**src/rtl/fft_iter_addr_gen.sv**
```systemverilog
// In-place radix-2 DIT butterfly address generator: walks butterfly/layer counters and
// registers operand A/B addresses, twiddle index, layer number and protocol-error flag.
module fft_iter_addr_gen #(
   parameter int LAYERS      = 5,
   parameter int BUTTERFLYES = 16,
   parameter int LayWL       = 3,
   parameter int ButtWL      = 4,
   parameter int AddrWL      = 5
) (
   input  logic              CLK,
   input  logic              RST,
   input  logic              EN,
   input  logic              ADDR_RST,
   input  logic              ADDR_EN,
   input  logic              LAY_EN,
   output logic [AddrWL-1:0] ADDR_A,
   output logic [AddrWL-1:0] ADDR_B,
   output logic [ButtWL-1:0] TW_ADDR,
   output logic [LayWL-1:0]  LAY_NUM,
   output logic              LAST_BUT,
   output logic              PROT_ERR
);

   localparam logic [ButtWL-1:0] B_LAST = ButtWL'(BUTTERFLYES - 1);
   localparam logic [LayWL-1:0]  S_LAST = LayWL'(LAYERS - 1);

   logic [ButtWL-1:0] b, b_nxt;
   logic [LayWL-1:0]  s, s_nxt;
   logic              err_set;
   logic [AddrWL-1:0] bw, span, p;
   logic [AddrWL-1:0] a_nxt, bb_nxt;
   logic [ButtWL-1:0] tw_nxt;

   always_comb begin
      b_nxt = b;
      s_nxt = s;
      if (ADDR_EN) begin
         if (LAY_EN) begin
            b_nxt = '0;
            s_nxt = (s == S_LAST) ? '0 : s + 1'b1;
         end else begin
            b_nxt = b + 1'b1;
         end
      end
      err_set = LAY_EN && (!ADDR_EN || (b != B_LAST));
   end

   // Addresses come from the next counter values so they line up with the counters.
   // Default branch is the s=0 map, which also covers unreachable s >= LAYERS.
   always_comb begin
      bw     = AddrWL'(b_nxt);
      span   = AddrWL'(1);
      p      = '0;
      a_nxt  = bw << 1;
      tw_nxt = '0;
      for (int unsigned k = 1; k < LAYERS; k++) begin
         if (s_nxt == LayWL'(k)) begin
            span   = AddrWL'(1) << k;
            p      = bw & (span - AddrWL'(1));
            a_nxt  = ((bw >> k) << (k + 1)) | p;
            tw_nxt = ButtWL'(p << (LAYERS - 1 - k));
         end
      end
      bb_nxt = a_nxt | span;
   end

   always_ff @(posedge CLK or posedge RST) begin
      if (RST) begin
         b        <= '0;
         s        <= '0;
         ADDR_A   <= '0;
         ADDR_B   <= AddrWL'(1);
         TW_ADDR  <= '0;
         LAST_BUT <= 1'b0;
         PROT_ERR <= 1'b0;
      end else if (ADDR_RST) begin
         b        <= '0;
         s        <= '0;
         ADDR_A   <= '0;
         ADDR_B   <= AddrWL'(1);
         TW_ADDR  <= '0;
         LAST_BUT <= 1'b0;
         PROT_ERR <= 1'b0;
      end else if (EN) begin
         b        <= b_nxt;
         s        <= s_nxt;
         ADDR_A   <= a_nxt;
         ADDR_B   <= bb_nxt;
         TW_ADDR  <= tw_nxt;
         LAST_BUT <= (b_nxt == B_LAST);
         if (err_set) PROT_ERR <= 1'b1;
      end
   end

   assign LAY_NUM = s;

endmodule

```
**config.mk**
```make
export PLATFORM = sky130hd
export DESIGN_NAME = fft_iter_addr_gen
export DESIGN_NICKNAME = d
export VERILOG_FILES = /design/src/rtl/fft_iter_addr_gen.sv
export SDC_FILE = /design/constraint.sdc
export NUM_CORES = 1
export LEC_CHECK = 0
export ABC_AREA = 1
export BUFFER_PORTS_ARGS = -buffer_cell sky130_fd_sc_hd__clkbuf_2
export CAP_MARGIN = 20
export CORE_MARGIN = 2
export CORE_UTILIZATION = 54
export CTS_CLUSTER_SIZE = 20
export DETAILED_ROUTE_END_ITERATION = 8
export PLACE_DENSITY_LB_ADDON = 0.25
export SYNTH_ARGS = -nofsm -noshare
export SYNTH_HDL_FRONTEND = slang
export SYNTH_SLANG_ARGS = --single-unit
```
**constraint.sdc**
```tcl
create_clock -name CLK -period 2 [get_ports CLK]
set_clock_uncertainty 0.1 [all_clocks]
set_input_delay 0.4 -clock CLK [delete_from_list [all_inputs] [get_ports CLK]]
set_output_delay 0.4 -clock CLK [all_outputs]
set_load 0.02 [all_outputs]
```
Word level (Yosys, flattened, before mapping):

Cells that the tools add are included.

* eq/ne operators: 7
* muxes and demuxes: 32
* bitwise logic cells: 4
* reduce and logical (&&, ||, !) cells: 6
* $add $sub $neg: 2

Operators by type and width (number)
* 2-to-1 mux 5 bit: 9
* 2-to-1 mux 4 bit: 11
* 2-to-1 mux 3 bit: 6
* == test 3 x 2 -> 1 bit, second input constant: 2
* == test 3 bit, second input constant: 2
* 2-to-1 mux 1 bit: 5
* OR 5 x 1 -> 5 bit: 1
* OR 5 x 2 -> 5 bit: 1
* OR 5 x 3 -> 5 bit: 1
* OR 5 bit: 1
* adder 4 x 1 -> 4 bit, second input constant: 1
* == test 4 bit, second input constant: 1
* inequality test 4 bit, second input constant: 1
* nonzero test 2 bit: 2
* adder 3 x 1 -> 3 bit, second input constant: 1
* == test 3 x 1 -> 1 bit, second input constant: 1
* 2-to-1 mux 2 bit: 1
* AND reduction 2 bit: 1
* logical AND 1 bit: 1
* zero test 1 bit: 1
* logical OR 1 bit: 1

* register bits after elaboration: 23
* output and inout bits: 19

Logic depth before layout (Yosys ltp):

* word-level depth: 12
* gate-level depth with buffers: 13

Least setup slack after synthesis:

No wires, ideal clock.

* path type: reg-to-reg
* start point: register s[0] (netlist: LAY_NUM[0])
* end point: register ADDR_B[3]
* setup slack: 0.149 ns
* arrival: 1.634 ns
* buffers on the path: 0
* setup time: 0.116 ns
* clock period less this slack: 1.851 ns
* stages on the path, launching flop included: 13
* cells stage by stage: dfrtp_1 -> inv_1 -> ha_1 -> inv_1 -> nand3_1 -> nand2_2 -> nand3_2 -> nor2_4 -> nand2_1 -> nand2_1 -> nand2_1 -> nand2_1 -> nand2_1

* longest elaborated chain between the ends: 12

RTL lines
* start: declaration: RTL line 28 `logic [LayWL-1:0] s, s_nxt;`
* start signal: assignment: RTL line 86 `s <= s_nxt;`
* adder 3 x 1 -> 3 bit / == test 3 bit (equally long branches): RTL line 40 `s_nxt = (s == S_LAST) ? '0 : s + 1'b1;`
* 2-to-1 mux 3 bit: RTL line 40
* 2-to-1 mux 3 bit: RTL line 38 `if (LAY_EN) begin`
* 2-to-1 mux 3 bit *: RTL line 37 `if (ADDR_EN) begin`
* == test 3 x 1 -> 1 bit: RTL line 57 `if (s_nxt == LayWL'(k)) begin`
* 2-to-1 mux 5 bit (4 in series): RTL line 57
* OR 5 bit *: RTL line 64 `bb_nxt = a_nxt | span;`
* 2-to-1 mux 5 bit *: RTL line 84 `end else if (EN) begin`
* 2-to-1 mux 5 bit *: RTL line 76 `end else if (ADDR_RST) begin`
* end signal: assignment: RTL line 72 `ADDR_B <= AddrWL'(1);`
* end signal: assignment: RTL line 80 `ADDR_B <= AddrWL'(1);`
* end signal: assignment: RTL line 88 `ADDR_B <= bb_nxt;`
* end: declaration: RTL line 17 `output logic [AddrWL-1:0] ADDR_B,`

Every way passes the cells marked *; elsewhere a longest branch is shown, timed or not. The select of a mux whose other input is x is not followed.
A chain may end at the register's enable or synchronous reset.

Final worst setup path:

* start point: register s[0] (netlist: LAY_NUM[0])
* end point: register TW_ADDR[3]

* longest elaborated chain between the ends: 11

RTL lines
* adder 3 x 1 -> 3 bit / == test 3 bit (equally long branches): RTL line 40
* 2-to-1 mux 3 bit: RTL line 40
* 2-to-1 mux 3 bit: RTL line 38
* 2-to-1 mux 3 bit *: RTL line 37
* == test 3 x 1 -> 1 bit: RTL line 57
* 2-to-1 mux 4 bit (3 in series): RTL line 57
* 2-to-1 mux 4 bit *: RTL line 57
* 2-to-1 mux 4 bit *: RTL line 84
* 2-to-1 mux 4 bit *: RTL line 76
* end signal: assignment: RTL line 89 `TW_ADDR <= tw_nxt;`
* end: declaration: RTL line 18 `output logic [ButtWL-1:0] TW_ADDR,`

Marks and branches as above.

==> reports/metrics.csv <==
metric,value,unit
clock slew at reported path FFs,0.13,ns
Worst VDD drop,0.000425,V
Vias,1274,
All-Layer GR Usage,24.5,%
Leak,0.872,nW
Finished Core Util,64.6,%
Worst Hold Margin,0.171,ns
RSZ-0062 raised after global routing,false,
I/O Pins,25,
gr ovfl total,0,
Setup WS pre-CTS,0.140,ns
worst skew pair latency,0.31,ns
slew margin rel.,70.1,%
most frequent cells in the layout,"57 x nand2_1, 24 x clkbuf_2, 22 x dfrtp_1",
# port buffers,24,
Pwr Density,576,mW/mm^2
top-area cell type share of the netlist area,40.8,%
DPL Wire Length,2380,microns
Max Root-Sink Buffers,2,
Hold Fails Final Rpt,0,
Final Power,0.905,mW
Syn Nets,184,
fillers,230,
TritonCTS Buffers,3,
global-route wire length before repair,5160,microns
largest net degree at the start of global routing,16,
FF-to-FF End,TW_ADDR[3],
max frequency,0.542,GHz
number of global-route vias before repair,1217,
FF-to-FF path depth,11,
Hold Crit Start,ADDR_RST,
initial antenna violation count,0,
area of the multi-input gates,669,sq um
via/cell ratio,5.40,
Critical R2R Launch,LAY_NUM[0],
Crit Path Max Fanout,5,
non-filler instance count after layout,236,
Final WS setup,0.154,ns
clock sink count,23,
Yosys cell types,28,
crit path capture type,flip-flop,
Tcrit/Tclk final,92.3,%
DP Area,0.00152,sq mm
Core Region,0.00243,sq mm
Reg area,577,sq um
worst endpoint data arrival time,1.96,ns
Worst Hold Path EP,PROT_ERR,
mapped cell area,0.00135,sq mm
share of cells above drive strength 1,26.7,%
synth warn,0,
GP Congestion,1.01,
pins over their slew limit,0,
# rows,18,
Final #Nets,216,
Worst Path Required,2.11,ns
Area Growth Syn to Fin,16.3,%
Root Driver,clkbuf_4,
"commonest non-fill, non-tap cell in the layout",nand2_1,
die height,54,microns
TritonCTS clock tree,built,
Min-Delay Path Class,in -> reg,
drt wl/cell,12.9,microns
Gate Count Post-Synth,175,
"area leader, netlist",dfrtp_1,
DRT antenna net count,0,
residual DRC count,0,
Period minus WS final,1.85,ns
Post-Route Setup TNS,0,ns
# setup viols final,0,
Hold Crit Depth,2,
Final Instance Area,0.00157,sq mm
die width,54,microns
Starting Density,55.5,%
Synth Register Bits,23,
Initial DRT Pass Iterations,4,
# diodes,0,
CP Launch Type,flip-flop,
Max Cap Viol,0,
setup bufs post-CTS,0,
Mean Syn Cell Area,7.71,sq um
Worst-Margin Slew,0.448,ns
Crit Path Category,reg -> reg,
Max H-tree Level,1,
DIE AREA,0.00292,sq mm
sequential area share after synthesis,42.7,%
First DRT Iteration DRCs,41,
outcome,finished clean,
register-to-register setup slack,0.15,ns
Synth area leaders,"dfrtp_1 41%, nand2_1 16%, inv_1 6.1%, nand3_1 5.2%, ha_1 2.8%",
DP Cell Count,231,
final WL,3050,microns
## metal layers
metal,GRT usage (%),vias up,part of all wire (%)
met4,11.3,0,1.3
met3,2.78,6,4.8
met2,41.1,40,50
li1,-,630,-
met1,31.5,598,44
met5,0,-,0
## Yosys cell counts
master,count
dfstp_2,1
nand3_2,3
clkinv_4,1
a31oi_1,2
nor3_4,1
clkbuf_1,1
a21oi_1,3
buf_6,1
a21oi_4,1
o21ai_1,3
inv_1,22
nand2_1,57
a22oi_1,1
inv_2,2
o31ai_1,1
nand3_1,14
dfrtp_1,22
nand2_4,2
nand4_1,4
o211ai_1,3
nor2_2,3
o21ai_2,1
o21ai_0,3
o22ai_1,4
nor2_4,1
nor2_1,10
ha_1,3
nand2_2,5
## how the worst max path moves through the flow
stage                    start         end  cells past startpoint
floorplan           LAY_NUM[0]   ADDR_B[3]                     12
global placement    LAY_NUM[0]  TW_ADDR[3]                     11
global route        LAY_NUM[0]  TW_ADDR[3]                     11
detailed placement  LAY_NUM[0]   ADDR_B[3]                     12
finish              LAY_NUM[0]  TW_ADDR[3]                     11
CTS                 LAY_NUM[0]   ADDR_B[3]                     12
## worst max-delay path: stages, from the launching register on
cell and delay, ns:
dfrtp_1 0.44, inv_2 0.08, ha_1 0.30, inv_1 0.05
nand3_1 0.08, nand2_2 0.12, a21oi_1 0.21, nand3_1 0.14
nand2_1 0.08, inv_1 0.04, nand3_1 0.06, nand2_1 0.06
## cell type report
class                           count  area share, %
Multi-Input combinational cell    125           42.6
Sequential cell                    23           36.7
Timing Repair Buffer               29           10.2
Inverter                           25           6.29
Tap cell                           30           2.39
Clock buffer                        3           1.43
Clock inverter                      1          0.319
## report_power, final
group / total [mW] / switching (mW) / internal [mW]
Sequential: 0.496 / 0.0126 / 0.483
Clock: 0.220 / 0.145 / 0.0746
Combinational: 0.189 / 0.129 / 0.0605
Total: 0.905 / 0.287 / 0.618
## cells by family after synthesis
group / count (synthesis) / synth area share, %
AND/OR/NAND/NOR: 100 / 35.3
AO/OA/AOI/OAI: 22 / 10.8
flip-flops: 23 / 42.7
adder cells (fa/ha/maj): 3 / 2.78
buffers and inverters: 27 / 8.43
## sequential cells by signal (all words and copies together) (netlist names)
signal    cells
ADDR_A        5
ADDR_B        5
TW_ADDR       4
b             4
LAY_NUM       3
LAST_BUT      1
PROT_ERR      1
## timing repair
action | in CTS | in global routing
endpoints found under the hold margin | 10 | 0
hold buffers | 1 | 0
endpoints found under the setup margin | 0 | 2
resized for setup | 0 | 3
Power figures use the tool's default switching activity.
